===== src/rtl/id_hazard_scoreboard_pkg.sv =====
// Shared definitions for the decode-stage hazard scoreboard: producer classes,
// default latencies and the hard-wired zero register.
package id_hazard_scoreboard_pkg;

    typedef enum logic [1:0] {
        CLS_ALU  = 2'd0,
        CLS_LOAD = 2'd1,
        CLS_MUL  = 2'd2,
        CLS_RSVD = 2'd3
    } prod_class_e;

    localparam int DEF_LOAD_LAT = 1;
    localparam int DEF_MUL_LAT  = 3;
    localparam int ZERO_REG     = 0;

    // Cycles a producer's result stays invisible to a dependent sitting in ID.
    function automatic int lat_of(input prod_class_e cls, input int load_lat, input int mul_lat);
        case (cls)
            CLS_LOAD: return load_lat;
            CLS_MUL:  return mul_lat;
            default:  return 0;
        endcase
    endfunction

endpackage


===== src/rtl/id_hazard_scoreboard_fwd_mux.sv =====
// Priority forwarding mux: the youngest stage (lowest index) writing the
// requested register wins, otherwise the register-file value passes through.
module id_hazard_scoreboard_fwd_mux
    import id_hazard_scoreboard_pkg::*;
#(
    parameter int DATA_W     = 32,
    parameter int ADDR_W     = 5,
    parameter int FWD_STAGES = 2
) (
    input  logic [ADDR_W-1:0]            i_addr,
    input  logic [DATA_W-1:0]            i_rf_data,
    input  logic [FWD_STAGES-1:0]        i_fwd_we,
    input  logic [FWD_STAGES*ADDR_W-1:0] i_fwd_addr,
    input  logic [FWD_STAGES*DATA_W-1:0] i_fwd_data,
    output logic [DATA_W-1:0]            o_data
);

    always_comb begin
        // NOTE: o_data gets a default before any branch so no path leaves it
        // unassigned; without it a combinational block infers a latch.
        o_data = i_rf_data;
        if (i_addr != ADDR_W'(ZERO_REG)) begin
            // Walk oldest to youngest so the lowest matching index overrides.
            for (int i = FWD_STAGES - 1; i >= 0; i--) begin
                if (i_fwd_we[i] && (i_fwd_addr[i*ADDR_W +: ADDR_W] == i_addr)) begin
                    o_data = i_fwd_data[i*DATA_W +: DATA_W];
                end
            end
        end
    end

endmodule


===== src/rtl/id_hazard_scoreboard.sv =====
// Decode-stage hazard scoreboard: per-register latency countdowns for RAW/WAW
// interlocks, operand forwarding and the LL/SC link bit.
module id_hazard_scoreboard
    import id_hazard_scoreboard_pkg::*;
#(
    parameter int DATA_W     = 32,
    parameter int ADDR_W     = 5,
    parameter int FWD_STAGES = 2,
    parameter int LOAD_LAT   = DEF_LOAD_LAT,
    parameter int MUL_LAT    = DEF_MUL_LAT
) (
    input  logic                         clk,
    input  logic                         rst_n,
    input  logic                         id_valid,
    input  logic [ADDR_W-1:0]            id_rs_addr,
    input  logic [ADDR_W-1:0]            id_rt_addr,
    input  logic                         id_uses_rs,
    input  logic                         id_uses_rt,
    input  logic                         id_we,
    input  logic [ADDR_W-1:0]            id_wr_addr,
    input  logic [1:0]                   id_class,
    input  logic                         id_is_ll,
    input  logic                         id_is_sc,
    input  logic                         id_flush,
    input  logic                         llbit_clr,
    input  logic [DATA_W-1:0]            rs_data_rf,
    input  logic [DATA_W-1:0]            rt_data_rf,
    input  logic [FWD_STAGES-1:0]        fwd_we,
    input  logic [FWD_STAGES*ADDR_W-1:0] fwd_addr,
    input  logic [FWD_STAGES*DATA_W-1:0] fwd_data,
    output logic                         stall,
    output logic                         issue,
    output logic [DATA_W-1:0]            rs_data,
    output logic [DATA_W-1:0]            rt_data,
    output logic                         atomic_id,
    output logic                         mem_sc_mask_id
);

    localparam int NUM_REGS = 2 ** ADDR_W;
    localparam int MAX_LAT  = (MUL_LAT > LOAD_LAT) ? MUL_LAT : LOAD_LAT;
    localparam int CNT_W    = (MAX_LAT < 1) ? 1 : $clog2(MAX_LAT + 1);

    logic [CNT_W-1:0] r_cnt [NUM_REGS];
    logic             r_link;

    logic [CNT_W-1:0] w_lat_id;
    logic             w_rs_busy;
    logic             w_rt_busy;
    logic             w_waw;
    logic             w_stall;
    logic             w_issue;
    logic             w_wr_track;

    assign w_lat_id   = CNT_W'(lat_of(prod_class_e'(id_class), LOAD_LAT, MUL_LAT));
    assign w_wr_track = id_we && (id_wr_addr != ADDR_W'(ZERO_REG));

    assign w_rs_busy = id_uses_rs && (id_rs_addr != ADDR_W'(ZERO_REG)) && (r_cnt[id_rs_addr] != '0);
    assign w_rt_busy = id_uses_rt && (id_rt_addr != ADDR_W'(ZERO_REG)) && (r_cnt[id_rt_addr] != '0);
    // An older long producer still outstanding must not retire after us.
    assign w_waw     = w_wr_track && (r_cnt[id_wr_addr] > w_lat_id);

    assign w_stall = id_valid && (w_rs_busy || w_rt_busy || w_waw);
    assign w_issue = id_valid && !w_stall && !id_flush;

    assign stall          = w_stall;
    assign issue          = w_issue;
    assign atomic_id      = r_link;
    assign mem_sc_mask_id = id_is_sc && !r_link;

    always_ff @(posedge clk) begin
        // NOTE: the countdown array is state the interlock depends on, so every
        // entry is cleared on reset rather than left as an unreset memory.
        if (!rst_n) begin
            for (int r = 0; r < NUM_REGS; r++) begin
                r_cnt[r] <= '0;
            end
        end else begin
            r_cnt[0] <= '0;
            for (int r = 1; r < NUM_REGS; r++) begin
                if (w_issue && w_wr_track && (id_wr_addr == ADDR_W'(r))) begin
                    r_cnt[r] <= w_lat_id;
                end else if (r_cnt[r] != '0) begin
                    r_cnt[r] <= r_cnt[r] - CNT_W'(1);
                end
            end
        end
    end

    always_ff @(posedge clk) begin
        // NOTE: sequential state uses non-blocking assignments so every flop
        // samples pre-edge values regardless of statement order.
        if (!rst_n) begin
            r_link <= 1'b0;
        end else if (llbit_clr) begin
            r_link <= 1'b0;
        end else if (w_issue && id_is_ll) begin
            r_link <= 1'b1;
        end else if (w_issue && id_is_sc) begin
            r_link <= 1'b0;
        end
    end

    id_hazard_scoreboard_fwd_mux #(
        .DATA_W     (DATA_W),
        .ADDR_W     (ADDR_W),
        .FWD_STAGES (FWD_STAGES)
    ) u_fwd_rs (
        .i_addr     (id_rs_addr),
        .i_rf_data  (rs_data_rf),
        .i_fwd_we   (fwd_we),
        .i_fwd_addr (fwd_addr),
        .i_fwd_data (fwd_data),
        .o_data     (rs_data)
    );

    id_hazard_scoreboard_fwd_mux #(
        .DATA_W     (DATA_W),
        .ADDR_W     (ADDR_W),
        .FWD_STAGES (FWD_STAGES)
    ) u_fwd_rt (
        .i_addr     (id_rt_addr),
        .i_rf_data  (rt_data_rf),
        .i_fwd_we   (fwd_we),
        .i_fwd_addr (fwd_addr),
        .i_fwd_data (fwd_data),
        .o_data     (rt_data)
    );

endmodule


===== config.mk =====
export PLATFORM = sky130hd
export DESIGN_NAME = id_hazard_scoreboard
export DESIGN_NICKNAME = d
export VERILOG_FILES = /design/src/rtl/id_hazard_scoreboard_pkg.sv /design/src/rtl/id_hazard_scoreboard_fwd_mux.sv /design/src/rtl/id_hazard_scoreboard.sv
export SDC_FILE = /design/constraint.sdc
export NUM_CORES = 1
export LEC_CHECK = 0
export ABC_CLOCK_PERIOD_IN_PS = 10300
export CAP_MARGIN = 10
export CORE_MARGIN = 4
export CORE_UTILIZATION = 40
export DETAILED_ROUTE_END_ITERATION = 6
export GPL_ROUTABILITY_DRIVEN = 0
export GPL_TIMING_DRIVEN = 0
export PLACE_DENSITY_LB_ADDON = 0.08
export SLEW_MARGIN = 15
export SYNTH_ARGS = -nofsm -noshare
export SYNTH_HDL_FRONTEND = slang
export SYNTH_HIERARCHICAL = 1
export SYNTH_SLANG_ARGS = --single-unit
export TNS_END_PERCENT = 100

===== constraint.sdc =====
create_clock -name clk -period 10.3 [get_ports clk]
set_clock_uncertainty 0.1 [all_clocks]
set_input_delay 3.09 -clock clk [delete_from_list [all_inputs] [get_ports clk]]
set_output_delay 3.09 -clock clk [all_outputs]
set_load 0.05 [all_outputs]

Word level (Yosys, flattened, before mapping)
Memories as Yosys holds them, arrays and structs flattened.
Index checks and enable logic that the tools add are counted.
{"block": "totals", "ram_bits": 64, "wordCells": 517, "out_inout_bits": 68, "memories": 1, "ff_bits": 1}
{"block": "classes", "n_bitwise": 64, "eq_ne": 37, "order_cmp": 1, "n_addsub": 31, "reduce_logical": 91, "n_mux": 291}
{"name": "r_cnt", "words": 32, "width": 2, "read_ports": 34, "rd_ports_with_merged_regs": 0, "write_ports": 32, "line_no": "id_hazard_scoreboard.sv:43", "source": "logic [CNT_W-1:0] r_cnt [NUM_REGS];"}
{"op": "1-bit two-way mux", "count": 221}
{"op": "32-bit two-way mux", "count": 6}
{"op": "2-bit two-way mux", "count": 63}
{"op": "5-bit == test, second input constant", "count": 16}
{"op": "2-bit nonzero test", "count": 34}
{"op": "1-bit bitwise OR", "count": 63}
{"op": "2-bit by 1-bit subtractor with 2-bit output, second input constant", "count": 31}
{"op": "1-bit logical AND", "count": 48}
{"op": "5-bit by 4-bit == test with 1-bit output, second input constant", "count": 8}
{"op": "5-bit by 3-bit == test with 1-bit output, second input constant", "count": 4}
{"op": "5-bit == test", "count": 4}
{"op": "5-bit nonzero test", "count": 3}
{"op": "5-bit by 2-bit == test with 1-bit output, second input constant", "count": 2}
{"op": "5-bit by 1-bit == test with 1-bit output, second input constant", "count": 1}
{"op": "2-bit case mux with 2 select lines", "count": 1}
{"op": "1-bit zero test", "count": 3}
{"op": "2-bit by 1-bit == test with 1-bit output, second input constant", "count": 1}
{"op": "2-bit == test, second input constant", "count": 1}
{"op": "2-bit greater-than comparator", "count": 1}
{"op": "1-bit logical OR", "count": 2}
{"op": "2-bit OR reduction", "count": 1}
{"op": "1-bit NOT", "count": 1}

Logic depth before layout (Yosys ltp)
Gate-level depths: netlist (run 1).
{"block": "logic_depth", "depth_word": 16, "mapped_depth": 17}

By module
The synthesis (run 1) kept the hierarchy.
{"module": "id_hazard_scoreboard", "cells_each": 635, "area_per_inst_um2": 5909.4, "instances": 1, "seq_area_each_um2": 1881.8}
{"module": "id_hazard_scoreboard_fwd_mux", "cells_each": 98, "area_per_inst_um2": 922.1, "instances": 2, "seq_area_each_um2": 0.0}

Worst setup path before layout (run 1)
OpenSTA, ideal clock, no wires.
{"block": "synth_timing", "path_kind": "input to output", "from": "input id_wr_addr[0]", "to": "output stall", "stages": 10, "n_path_buf": 2, "slack_ns": 0.482, "t_arrival_ns": 6.628, "path_cell_list": "clkbuf_1 -> buf_1 -> mux4_2 -> mux4_2 -> inv_1 -> a21oi_1 -> ha_1 -> a21boi_0 -> o221ai_1 -> a41oi_1"}
{"block": "synth_via", "elab_chain_len": 5, "word_cells_on_any_way": 7, "classes_between": "1 x order compare; 5 x reduce/logical; 1 x memory"}
{"item": "start: declaration", "line_no": "id_hazard_scoreboard.sv:20", "source": "input logic [ADDR_W-1:0] id_wr_addr,"}
{"item": "memory 32 x 2 bit or 5-bit nonzero test (tied branches)"}
{"item": "2-bit greater-than comparator or 1-bit logical AND (tied branches)", "line_no": "id_hazard_scoreboard.sv:60, id_hazard_scoreboard.sv:55"}
{"item": "1-bit logical AND *", "line_no": "id_hazard_scoreboard.sv:60", "source": "assign w_waw = w_wr_track && (r_cnt[id_wr_addr] > w_lat_id);"}
{"item": "1-bit logical OR *", "line_no": "id_hazard_scoreboard.sv:62", "source": "assign w_stall = id_valid && (w_rs_busy || w_rt_busy || w_waw);"}
{"item": "1-bit logical AND *", "line_no": "id_hazard_scoreboard.sv:62"}
{"item": "end: declaration", "line_no": "id_hazard_scoreboard.sv:31", "source": "output logic stall,"}
Mark *: on every way between the ends. The rest lies on a longest branch, timed or not.

Worst setup path in the final report (run 1)
{"block": "layout_timing", "from": "input id_wr_addr[1]", "to": "output issue"}
{"block": "layout_via", "elab_chain_len": 8, "word_cells_on_any_way": 10, "classes_between": "1 x order compare; 8 x reduce/logical; 1 x memory"}
{"item": "memory 32 x 2 bit or 5-bit nonzero test (tied branches)"}
{"item": "2-bit greater-than comparator or 1-bit logical AND (tied branches)", "line_no": "id_hazard_scoreboard.sv:60, id_hazard_scoreboard.sv:55"}
{"item": "1-bit logical AND *", "line_no": "id_hazard_scoreboard.sv:60"}
{"item": "1-bit logical OR *", "line_no": "id_hazard_scoreboard.sv:62"}
{"item": "1-bit logical AND *", "line_no": "id_hazard_scoreboard.sv:62"}
{"item": "1-bit zero test *", "line_no": "id_hazard_scoreboard.sv:63", "source": "assign w_issue = id_valid && !w_stall && !id_flush;"}
{"item": "1-bit logical AND * (2 in a row)", "line_no": "id_hazard_scoreboard.sv:63"}
{"item": "end: declaration", "line_no": "id_hazard_scoreboard.sv:32", "source": "output logic issue,"}
Marks and branches as above.

==> results.yml, run 1 <==
floorplan:
  start_util_pct: 41.04
  fp.dieH_um: 147.2
  rows: 50
  dieArea_um2: 21680
  die_w_um: 147.2
  ios: 235
  coreArea_um2: 18890
timing:
  finalCritPeriodShare_pct: 98.32
  fin_tns_setup_ns: 0
  drv_slew: 0
  relSlewSlack_pct: 46.37
  finalHoldViolations: 0
  fin_crit_ns: 10.13
  max_freq_mhz: 98.74
  rsz0062_at_grt: "false"
  worstMarginPinSlew_ns: 0.8044
  setup_violations: 0
  fin_ws_ns: 0.1726
routing:
  drc: 0
  highest_layer: "met4"
  wl_met2_um: 14850
  wl_per_cell_um: 23.60
  antenna_left: 0
  wl_met1_um: 12930
  routed-wl-met3_um: 3055
  drt-pass1-iter-count: 5
  drtIter0Drc: 774
  via_per_inst: 5.984
  drt_wl_total_um: 31650
  vias: 8024
hold_path:
  hold_class: "flop to flop"
worst_setup_path:
  cp_cell_sequence: "clkdlybuf4s50_1 -> clkbuf_4 -> mux4_2 -> mux4_2 -> a211oi_1 -> a21oi_1 -> ha_1 -> nor2b_1 -> o221ai_1 -> nand3_1 -> nor3_1 -> buf_2 -> buf_2"
  setup.worst_path.end_class: "output pin"
  startpoint_type: "input pin"
  cp_num_buf_inv: 4
  cp_top_family: "buffers and inverters"
  required_ns: 7.11
  cp_max_fo: 10
  crit_type: "input pin to output pin"
  critical_path_arrival_ns: 6.94
  critical-path-max-stage-delay_ns: 0.60
  rrSetupSlack_ns: 6.08
  crit_slowest_cell: "clkdlybuf4s50_1"
global_routing:
  grt_pass1_vias: 7705
  antenna_found_initial: 2
  grt_max_degree: 12
  gr-total-overflow: 0
  grt.total_usage_pct: 27.98
  grt_pass1_wl_um: 47270
logic_synthesis:
  syn-cell-area_um2: 7754
  ys.flop_type: "edfxtp_1"
  synthDistinctLibCells: 70
  synthesis.nets: 1032
  synth_edf_count: 62
  syn_area_per_cell_um2: 9.331
  ys_warn_count: 6
  synth_seq_cells: 63
  yosysSeqAreaShare_pct: 24.27
  synthArstFlopShare_pct: 0
  yosysTopAreaCellShare_pct: 24.01
  synth_top_cell_by_area: "edfxtp_1"
  yosys-top-cells-area: "edfxtp_1 (24%), a2bb2oi_2 (12%), mux2i_1 (6.8%), ha_1 (5.5%), o22ai_1 (5.2%)"
  synth_cells: 831
flow_run:
  maxCapViolations: 0
power_and_ir_drop:
  cellPowerDensity_nw_per_um2: 173.9
  peakVddDrop_mv: 0.1121
  p_leak_nw: 3.922
final_layout:
  seq_area_um2: 1882
  syn_to_final_growth_pct: 38.42
  n_fill_cell: 1806
  final_nets: 1275
  fin_util_pct: 56.81
  multi_input_area_um2: 5176
  drive_gt1_share_pct: 13.25
cts:
  clock_latency_ns: 0.34
  cts_made_buffers: 9
  cts_tree: "built"
  ctsResizeCount: 8
  cts_setup_buffers: 0
  ctsHoldBuffers: 0
  htree_levels: 3
  clock_path_buffers: 2
  root_buffer: "clkbuf_16"
  path_clk_slew_ns: 0.06
  cts.sinks: 63
status:
  status: "completed"
placement:
  hpwl_um: 24980
  post-place-ws_ns: -0.7781
  io_buffers: 233
registers in the layout, indices dropped and copies added, names as in the netlist:
signal / flops
r_cnt: 62
atomic_id: 1
power breakdown:
group | internal, mW | leakage, nW | switching (mW)
Sequential | 0.451 | 0.684 | 0.126
Clock | 0.211 | 0.150 | 0.121
Combinational | 0.446 | 3.09 | 0.512
Total | 1.11 | 3.92 | 0.759
cells in the mapped netlist, drive strengths merged (24+ instances only):
library cell / number
nand3: 38
a2bb2oi: 62
mux2i: 53
edfxtp: 62
buf: 24
clkbuf: 49
ha: 34
o22ai: 65
nand3b: 28
nand2: 35
inv: 87
nor2: 27
nor3: 37
cells in the final DEF, fill, tap and decap left out, types with 6 or more instances in the layout:
cell,instances
o21ai_0,14
o31ai_1,7
a31oi_1,8
o22ai_1,65
ha_1,34
clkbuf_1,47
xnor2_1,10
nor3_1,28
nor3b_1,8
nand3_1,38
xor2_1,10
a21oi_1,6
nor4_1,7
edfxtp_1,62
or3_1,7
nand2_1,35
a2bb2oi_2,60
nor2b_1,6
buf_6,10
buf_2,8
nor3_2,9
mux4_2,17
o211ai_1,16
clkdlybuf4s50_1,231
a311oi_1,6
mux2i_1,53
nand3b_1,28
inv_1,85
clkbuf_16,9
a211oi_1,7
nand2b_1,23
nor2_1,27
layout make-up:
class,count,area share (%)
Antenna cell,2,0.04663
Tap cell,260,3.031
Timing Repair Buffer,233,21.67
Clock inverter,6,0.7927
Sequential cell,63,17.53
Multi-Input combinational cell,608,48.23
Inverter,87,3.043
Buffer,72,3.521
Clock buffer,10,2.133
cell families after synthesis:
logic type	after synthesis	share of synthesized area [%]
AND/OR/NAND/NOR	250	18.98
AO/OA/AOI/OAI	234	28.26
buffers and inverters	160	8.972
multiplexers	70	11.78
flip-flops	63	24.27
adder cells (fa/ha/maj)	34	5.487
XOR/XNOR	20	2.259
through the flow:
stage          total power [mW]  hold WS (ns)  std cells  area [µm²]
3_5_place_dp              1.524        0.4738       1324       10410
4_1_cts                   1.859        0.4880       1340       10740
6_report                  1.867        0.4862       1341       10730
5_1_grt                   2.001        0.5332       1341       10730
2_1_floorplan             1.210        0.5557        831        7754
3_3_place_gp              1.504        0.4767       1324       10410
worst reg2reg max path, cell delays in order, from the launching register on:
cell	delay [ns]
edfxtp_1	0.47
mux4_2	0.48
mux4_2	0.49
a211oi_1	0.25
a21oi_1	0.07
ha_1	0.31
nor2b_1	0.13
o221ai_1	0.33
and3_1	0.24
nand3_1	0.22
buf_4	0.29
nor4_2	0.34
nand3b_1	0.20
worst paths after layout:
check / cells after the start / to / startpoint
worst max-delay path: 13 / issue / id_wr_addr[1]
worst min register to register: 2 / atomic_id$_SDFFE_PP0P_ / atomic_id$_SDFFE_PP0P_
worst max register to register: 12 / r_cnt[1][1]$_SDFFCE_PN0P_ / r_cnt[13][1]$_SDFFCE_PN0P_
worst min-delay path: 2 / atomic_id$_SDFFE_PP0P_ / atomic_id$_SDFFE_PP0P_
per-layer routing:
layer	vias up	global-route usage [%]
li1	3719	-
met5	-	0
met4	0	8.341
met2	398	46.41
met1	3855	35.71
met3	52	7.650
(Power assumes the default switching activity.)
==> run 2, diff against run 1 <==
Settings changed: CORE_UTILIZATION 40 to 30.
==> run 2 against run 1 <==
Cell area rose by 0.54%. Largest power group unchanged. Sequential share of layout area down 0.093 points. Flip-flop and latch count stayed put. Hold slack got worse by 0.0088 ns. Highest routed layer unchanged. Critical path type unchanged. Core utilization shrank 14 points. Fmax is 0.74% higher. Largest cell class unchanged. Non-clock buffer count unchanged. Via count fell by 1.0%.
==> results.yml, run 2 (synthesized netlist as in run 1, its figures left out) <==
routing:
  wl_per_cell_um: 24.20
  via_per_inst: 5.627
  antenna_left: 0
  vias: 7940
  drc: 0
  drt_wl_total_um: 34150
  drt-pass1-iter-count: 5
  drtIter0Drc: 538
final_layout:
  seq_area_um2: 1882
  syn_to_final_growth_pct: 39.16
  drive_gt1_share_pct: 13.27
  final_nets: 1275
  multi_input_area_um2: 5181
  largest_reg_flops: 62
  layout_common_cells: "clkdlybuf4s50_1 (231), inv_1 (85), o22ai_1 (65), edfxtp_1 (62), a2bb2oi_2 (60)"
  layout_commonest_cell: "clkdlybuf4s50_1"
  top_register: "r_cnt"
  n_fill_cell: 2542
cts:
  cts_made_buffers: 9
  clock_latency_ns: 0.35
  path_clk_slew_ns: 0.05
  htree_levels: 3
  clock_path_buffers: 2
  cts_setup_buffers: 0
  cts.sinks: 63
  cts_tree: "built"
  root_buffer: "clkbuf_16"
timing:
  fin_tns_setup_ns: 0
  fin_crit_ns: 10.05
  finalCritPeriodShare_pct: 97.61
  relSlewSlack_pct: 43.93
  drv_slew: 0
  worstMarginPinSlew_ns: 0.8411
  max_freq_mhz: 99.47
  rsz0062_at_grt: "false"
  setup_violations: 0
  finalHoldViolations: 0
floorplan:
  ios: 235
  coreArea_um2: 25330
  fp.dieH_um: 168.8
  die_w_um: 168.8
  start_util_pct: 30.61
  dieArea_um2: 28480
  rows: 58
power_and_ir_drop:
  p_total_mw: 1.846
  seqPwrFrac_pct: 31.6
  p_leak_nw: 3.911
  intPower_mw: 1.081
  cellPowerDensity_nw_per_um2: 171.0
  pwr-share-comb_pct: 52.1
  pwr-share-clk_pct: 16.3
  switching_share_pct: 41.40
  peakVddDrop_mv: 0.1050
  switchingPower_mw: 0.7641
global_routing:
  grt_util_met1_pct: 29.81
  grt.total_usage_pct: 22.95
  grt_pass1_wl_um: 49780
  busiest_layer: "met2"
  antenna_found_initial: 3
  use_met2_pct: 38.00
  use_met3_pct: 5.675
  gr-total-overflow: 0
  grt_pass1_vias: 7713
  grt_max_degree: 12
status:
  status: "completed"
hold_path:
  hold_class: "flop to flop"
worst_setup_path:
  startpoint_type: "input pin"
  crit_type: "input pin to output pin"
  required_ns: 7.11
  critical_path_arrival_ns: 6.86
  cp_max_fo: 10
  setup.worst_path.end_class: "output pin"
flow_run:
  maxCapViolations: 0
placement:
  io_buffers: 233
  hpwl_um: 27370
## run 2: worst max-delay path: stages
cell and delay, ns:
clkdlybuf4s50_1 0.63, clkbuf_4 0.32, mux4_2 0.34, mux4_2 0.49
a211oi_1 0.24, a21oi_1 0.12, ha_1 0.32, nor2b_1 0.13
o221ai_1 0.29, nand3_1 0.15, nor3_2 0.17, buf_4 0.25
buf_2 0.30
## run 2: stage by stage
step | cell area, µm² | util [%] | worst slack [ns] | hold WS [ns] | cells
2_1_floorplan | 7754 | - | 0.4817 | 0.5557 | 831
3_3_place_gp | 10500 | 41.45 | -0.9611 | 0.4756 | 1394
3_5_place_dp | 10500 | 41.45 | -0.9371 | 0.4691 | 1394
4_1_cts | 10790 | 42.59 | 0.01362 | 0.4834 | 1408
5_1_grt | 10790 | 42.60 | 0.09049 | 0.5061 | 1411
6_report | 10790 | 42.60 | 0.2467 | 0.4773 | 1411
## run 2: worst paths after layout
path	from	endpoint	slack, ns	depth (start not counted)
min reg2reg	atomic_id$_SDFFE_PP0P_	atomic_id$_SDFFE_PP0P_	0.48	2
min	atomic_id$_SDFFE_PP0P_	atomic_id$_SDFFE_PP0P_	0.48	2
max	id_wr_addr[1]	issue	0.25	13
max reg2reg	r_cnt[13][1]$_SDFFCE_PN0P_	r_cnt[1][0]$_SDFFCE_PN0P_	5.94	12
## run 2: power groups by stage
stage          combinational [mW]  sequential [mW]  clock, mW
2_1_floorplan               0.690            0.520          0
3_3_place_gp                0.943            0.587          0
3_5_place_dp                0.949            0.585          0
4_1_cts                     0.956            0.581      0.305
5_1_grt                      1.07            0.598      0.315
6_report                    0.961            0.584      0.300
## run 2: final cells by class
| class | instances | area share [%] |
|---|---|---|
| multi-input cells | 608 | 48.02 |
| well taps | 330 | 3.827 |
| plain buffers | 72 | 3.479 |
| clock inverters | 5 | 0.4638 |
| repair buffers | 233 | 21.56 |
| flip-flops and latches | 63 | 17.44 |
| inverters | 87 | 3.026 |
| clock buffers | 10 | 2.122 |
| diodes | 3 | 0.06957 |
## run 2: layer usage
layer	share of wire [%]	vias up
met4	2.3	0
met2	47	323
met1	43	3855
met3	7.9	39
met5	0	-
li1	-	3723
## run 2: repair_timing
item	in CTS	in global routing
hold buffers	0	0
gates resized for setup	10	7
endpoints found under the setup margin	2	1
